`src/rtl/l0_input_buffer.sv`:
```
// Row-parallel input staging buffer: one SRAM word per cycle split into per-row FIFOs, drained as pop waves.
// Optional macro L0_SKEW_EN adds the diagonal skew (row k pops k cycles after the wave launch).
module l0_input_buffer #(
  parameter int bw    = 4,
  parameter int row   = 8,
  parameter int depth = 64
) (
  input  logic                clk,
  input  logic                reset,
  input  logic                wr,
  input  logic [row*bw-1:0]   in,
  input  logic                rd,
  output logic [row*bw-1:0]   out,
  output logic [row-1:0]      o_valid,
  output logic                o_full,
  output logic                o_ready,
  output logic                o_empty
);

  localparam int AW = $clog2(depth);
  localparam logic [AW:0] PTR_ONE = (AW+1)'(1);

  logic [bw-1:0]     mem_q  [row][depth];
  logic [AW:0]       wptr_q [row];
  logic [AW:0]       wptr_d [row];
  logic [AW:0]       rptr_q [row];
  logic [AW:0]       rptr_d [row];
  logic [row*bw-1:0] out_q, out_d;
  logic [row-1:0]    valid_q, valid_d;
  logic              full_q, full_d;
  logic              empty_q, empty_d;
  logic              wr_en;
  logic [row-1:0]    pop_req;
  logic [row-1:0]    pop;

`ifdef L0_SKEW_EN
  // Token for row k is rd delayed by k cycles; row 0 uses rd directly.
  logic [row-2:0] tok_q, tok_d;

  always_comb begin
    tok_d = '0;
    tok_d[0] = rd;
    for (int unsigned k = 1; k < row - 1; k++) begin
      tok_d[k] = tok_q[k-1];
    end
    pop_req = {tok_q, rd};
  end

  always_ff @(posedge clk) begin
    if (reset) tok_q <= '0;
    else       tok_q <= tok_d;
  end
`else
  always_comb begin
    pop_req = {row{rd}};
  end
`endif

  always_comb begin
    wr_en   = wr && !full_q;
    pop     = '0;
    out_d   = out_q;
    full_d  = 1'b0;
    empty_d = 1'b1;
    for (int unsigned k = 0; k < row; k++) begin
      pop[k]    = pop_req[k] && (wptr_q[k] != rptr_q[k]);
      wptr_d[k] = wr_en  ? wptr_q[k] + PTR_ONE : wptr_q[k];
      rptr_d[k] = pop[k] ? rptr_q[k] + PTR_ONE : rptr_q[k];
      if (pop[k]) out_d[k*bw +: bw] = mem_q[k][rptr_q[k][AW-1:0]];
      // Status is computed from next-state pointers so the registered flags track occupancy exactly.
      if ((wptr_d[k][AW] != rptr_d[k][AW]) && (wptr_d[k][AW-1:0] == rptr_d[k][AW-1:0]))
        full_d = 1'b1;
      if (wptr_d[k] != rptr_d[k])
        empty_d = 1'b0;
    end
    valid_d = pop;
  end

  always_ff @(posedge clk) begin
    if (reset) begin
      for (int unsigned k = 0; k < row; k++) begin
        wptr_q[k] <= '0;
        rptr_q[k] <= '0;
      end
      out_q   <= '0;
      valid_q <= '0;
      full_q  <= 1'b0;
      empty_q <= 1'b1;
    end else begin
      for (int unsigned k = 0; k < row; k++) begin
        wptr_q[k] <= wptr_d[k];
        rptr_q[k] <= rptr_d[k];
      end
      out_q   <= out_d;
      valid_q <= valid_d;
      full_q  <= full_d;
      empty_q <= empty_d;
    end
  end

  always_ff @(posedge clk) begin
    if (wr_en && !reset) begin
      for (int unsigned k = 0; k < row; k++) begin
        mem_q[k][wptr_q[k][AW-1:0]] <= in[k*bw +: bw];
      end
    end
  end

  assign out     = out_q;
  assign o_valid = valid_q;
  assign o_full  = full_q;
  assign o_ready = ~full_q;
  assign o_empty = empty_q;

endmodule

```
`config.mk`:
```
export PLATFORM = sky130hd
export DESIGN_NAME = l0_input_buffer
export DESIGN_NICKNAME = d
export VERILOG_FILES = /design/src/rtl/l0_input_buffer.sv
export SDC_FILE = /design/constraint.sdc
export NUM_CORES = 2
export LEC_CHECK = 0
export ABC_AREA = 1
export CELL_PAD_IN_SITES_DETAIL_PLACEMENT = 0
export CELL_PAD_IN_SITES_GLOBAL_PLACEMENT = 1
export CORE_ASPECT_RATIO = 2
export CORE_MARGIN = 4
export CORE_UTILIZATION = 47
export CTS_CLUSTER_DIAMETER = 30
export CTS_CLUSTER_SIZE = 14
export DETAILED_ROUTE_END_ITERATION = 12
export DONT_BUFFER_PORTS = 1
export GPL_TIMING_DRIVEN = 0
export PLACE_DENSITY = 0.79
export SYNTH_ARGS = -nofsm -noshare
export SYNTH_HDL_FRONTEND = slang
export SYNTH_SLANG_ARGS = --single-unit
```
`constraint.sdc`:
```
create_clock -name clk -period 2.5 [get_ports clk]
set_clock_uncertainty 0.2 [all_clocks]
set_input_delay 0.5 -clock clk [delete_from_list [all_inputs] [get_ports clk]]
set_output_delay 0.5 -clock clk [all_outputs]
set_load 0.02 [all_outputs]
```
; After elaboration in Yosys (flattened, before gate mapping)
; Memories as Yosys holds them, arrays and structs flattened.
; Cells that the tools add are included.
[word_totals]
ff_bits = 42
output_inout_bits = 43
ram_bits = 2160
n_memories = 3
in_bits = 36
elab_cells = 247
[op_classes]
magnitude_cmp = 24
n_eq_ne = 32
reduce_logical = 28
n_mux = 100
bitwise = 33
n_addsub = 16
[memory_table]
columns = name, depth, width, rd, rd_ports_with_merged_regs, wr, line
row1 = mem_q, 8, 256, 8, 0, 8, 23  ; logic [bw-1:0] mem_q [row][depth];
row2 = rptr_q, 8, 7, 8, 0, 8, 26  ; logic [AW:0] rptr_q [row];
row3 = wptr_q, 8, 7, 8, 0, 8, 24  ; logic [AW:0] wptr_q [row];
[ops]
columns = op, n
row1 = two-way mux 256 bit, 8
row2 = two-way mux 7 bit, 32
row3 = binary-select mux 4 bit (select 6 bit), 8
row4 = demux 4 bit (select 6 bit), 8
row5 = "adder 7 x 1 -> 7 bit, second input constant", 16
row6 = ">= comparator 7 bit, second input constant", 16
row7 = != test 7 bit, 16
row8 = NOT 6 -> 7 bit, 16
row9 = two-way mux 4 bit, 24
row10 = "less-than comparator 7 x 1 -> 1 bit, second input constant", 8
row11 = equality test 6 bit, 8
row12 = logical AND 1 bit, 26
row13 = two-way mux 1 bit, 20
row14 = OR 1 bit, 16
row15 = != test 1 bit, 8
row16 = zero test 1 bit, 2
row17 = NOT 1 bit, 1

; Logic depth before layout (Yosys ltp)
[depth]
ltp_word = 13
ltp_mapped = 21
mapped_depth_nobuf = 19

; Least setup slack after synthesis
; OpenSTA, ideal clock, no wires.
[synth_timing]
path_type = input port to flip-flop
from = input wr
to = memory mem_q[0][120] in the netlist's numbering, enable pin
setup_ns = 0.330
arrival_time_ns = 1.988
stages = 8
slack_ns = -0.018
cell_sequence = inv_1 > nor2_2 > inv_1 > clkbuf_1 > nor2_2 > clkbuf_1 > nand4_1 > nor2_1
[synth_rtl]
columns = element, line
row1 = "start, declared", 10  ; input logic wr,
row2 = "end, declared", 23

==> run_results.csv <==
group,metric,value,unit
place,placed_cells,10180,
clock_network,clockBufferDepth,4,
detailed_routing,drt_iter0_drc,6657,
clock_network,h-tree-depth,5,
detailed_routing,dr_wl_met3,21.65,mm
global_routing,grt_max_degree,65,
yosys,synthArstFlopShare,0,%
clock_network,cts_tree,"yes",
yosys,ys_warn_count,0,
floorplanning,num_rows,227,
timing,post-route-min-period,2.717,ns
yosys,synth_flop_cell,"edfxtp_1",
timing,tightestPinTransition,1.229,ns
setup_path,cp_slowest_cell,"clkbuf_1",
detailed_routing,drc,0,
power_and_ir_drop,p_per_area,943.8,nW/µm²
floorplanning,die_h,629.2,µm
layout,area_growth,22.57,%
place,dp_slack,-2.470,ns
setup_path,arrival,3.27,ns
timing,hold_viol,0,
global_routing,grt_pass1_vias,68220,
timing,setup_ws,-0.2174,ns
yosys,yosysTopAreaCellShare,67.82,%
min_path,hold_class,"primary input to flip-flop",
setup_path,max_stage_delay,0.56,ns
place,gp_congestion,1.016,
yosys,synth_fa_ha_area_share,0.2208,%
yosys,syn_avg_cell_area,11.84,µm²
timing,fin_crit_sh,108.7,%
detailed_routing,vias,66670,
yosys,synth_compound_area_share,11.62,%
layout,drive_above_1_share,22.08,%
timing,rsz0062_at_grt,"true",
clock_network,cts_buffers,275,
detailed_routing,routed_wl,321.7,mm
floorplanning,num_io_pins,79,
place,dp_hpwl,223.3,mm
setup_path,crit_chain,"buf_4 > inv_2 > clkbuf_1 > nor3_1 > xor2_1 > nand2_1 > nand2_1 > nand2_1 > nand2_1 > nor2_1 > nand4_1 > nor2_1 > nand3_1 > nand2_2",
yosys,synth_xor_area_share,0.9852,%
yosys,synth_top_family_by_area,"simple AND/OR/NAND/NOR gates",
setup_path,startpoint_type,"flip-flop",
detailed_routing,routedWlPerCell,29.66,µm
clock_network,clkLatencyLatePin,0.86,ns
floorplanning,die-area,200400,µm²
layout,final_area,111100,µm²
clock_network,cts_sinks,2202,
timing,maxSlewHeadroom,17.81,%
yosys,ys_types,46,
place,port_buffers,0,
floorplanning,fp.dieW,318.6,µm
detailed_routing,highest_layer,"met5",
detailed_routing,ant_nets,0,
yosys,synth_simple_gate_area_share,12.35,%
yosys,synth_nets,7710,
yosys,yosys-top-cells-area,"edfxtp_1 (68%), nor2_1 (6.0%), o21ai_0 (5.0%)",
setup_path,required,3.06,ns
floorplanning,core,191400,µm²
detailed_routing,routed-wl-met2,169.4,mm
timing,setup-violations-final,1589,
yosys,ys_ff_latch,2202,
yosys,synth-edff-count,2048,
global_routing,grt_pass1_wl,452.5,mm
yosys,yosysSeqAreaShare,71.22,%
setup_path,path_class,"flip-flop to flip-flop",
yosys,synthMuxAreaShare,0.3533,%
layout,layout_common_cells,"edfxtp_1 (2,048), nor2_1 (965), o21ai_0 (818)",
flow_run,cap_violations,0,
detailed_routing,viasPerCell,6.146,
timing,fmax,368.0,MHz
yosys,syn-cell-area,90670,µm²
detailed_routing,wl_met1,93.75,mm
power_and_ir_drop,max-vdd-ir-drop,738.1,µV
outcome,status,"finished, violations left",
global_routing,antenna_found_initial,3,
yosys,yosys.area.top_type,"edfxtp_1",
detailed_routing,first_pass_iters,6,
floorplanning,initial_core_util,47.37,%
setup_path,end_kind,"flip-flop",
clock_network,clkTransAtPathRegs,0.06,ns
layout,instances_no_fill,10850,
layout,final_common_cell,"edfxtp_1",
power_and_ir_drop,power.leakage,37.09,nW
layout,fin_nets,8172,
setup_path,crit_top_cell,"nand2_1",
clock_network,root_buffer,"clkbuf_16",
outcome,violations,"negative setup slack",
global_routing,track_usage,31.01,%
place,placed_area,93850,µm²
yosys,synth_cells,7658,
setup_path,critPathMaxFanout,10,
timing,slew_viol_final,0,
global_routing,grt-ovfl-total,0,
critical path, delay by kind of cell, from the launching register on:
| kind | cells | cell delay (ns) |
|---|---|---|
| flops | 1 | 0.29 |
| buf+inv | 3 | 0.82 |
| simple gates | 10 | 1.14 |
| xor+xnor | 1 | 0.17 |
what timing repair did:
item                                   in CTS  in global routing
cloned                                      1                  3
pin swaps                                  61                 74
resized for setup                        1252                866
endpoints found under the hold margin    2057                  0
buffers inserted                           77                 40
hold buffers                               67                  0
setup endpoints to repair                2072               1885
cells by family after synthesis:
group,count (synthesis)
xor gates and xnor gates,102
AOI/OAI and AO/OA,1809
and+or+nand+nor,2767
muxes,32
buffers and inverters,730
DFF,2202
adders and majority gates,16
worst paths after layout:
kind | from | slack (ns) | to | cells past startpoint
max reg2reg | rptr_q[1][11]$_SDFF_PP0_ | -0.22 | o_empty$_SDFF_PP1_ | 14
max | rptr_q[1][11]$_SDFF_PP0_ | -0.22 | o_empty$_SDFF_PP1_ | 14
min reg2reg | wptr_q[0][20]$_SDFF_PP0_ | 0.36 | wptr_q[0][20]$_SDFF_PP0_ | 2
min | rd | 0.05 | rptr_q[1][6]$_SDFF_PP0_ | 5
where the power goes:
part | internal [mW] | switching, mW | leakage (nW) | total [mW]
Clock | 23.8 | 16.2 | 4.48 | 40.0
Combinational | 6.52 | 16.6 | 12.9 | 23.1
Sequential | 40.8 | 0.912 | 19.7 | 41.7
Total | 71.1 | 33.8 | 37.1 | 105
cell usage after synthesis, types with 38 or more instances:
library cell and number:
inv_1 237, nor2_1 1460, edfxtp_1 2048, o211ai_1 70
a21oi_1 336, o221ai_1 233, o22ai_1 202, xor2_1 81
buf_2 75, dfxtp_1 154, nand2_1 816, o21ai_0 897
nand4_1 78, clkbuf_1 329, nand3_1 345, a211oi_1 38
layout make-up:
cell class | count | area (µm²)
Multi-Input combinational cell | 4726 | 27270
Tap cell | 2519 | 3152
Sequential cell | 2202 | 64630
Inverter | 273 | 1105
Buffer | 454 | 3242
Timing Repair Buffer | 188 | 2547
Fill cell | 15300 | 80300
Clock buffer | 301 | 7138
Antenna cell | 3 | 7.507
Clock inverter | 181 | 2042
layer usage:
layer	track usage, %	vias to the layer above
met4	28.97	2
met3	5.709	1570
met5	0	-
li1	-	29010
met2	57.07	3632
met1	28.26	32460
through the flow:
step           setup TNS [ns]  total power, mW  hold slack [ns]  utilization (%)
2_1_floorplan          -5.871            52.95           0.3140                -
3_3_place_gp         -3525.17            61.30           0.3377            49.01
3_5_place_dp         -3619.71            61.54           0.3501            49.02
4_1_cts                -39.09            102.8          0.02554            56.75
5_1_grt               -185.04            107.5          0.04807            58.05
6_report               -96.65            104.9          0.05383            58.05
sequential cells by signal, summed over array words and instances (netlist names):
| register | flops |
|---|---|
| o_valid | 8 |
| o_empty | 1 |
| rptr_q | 56 |
| mem_q | 2048 |
| o_full | 1 |
| out | 32 |
| wptr_q | 56 |
(Power assumes the default switching activity.)
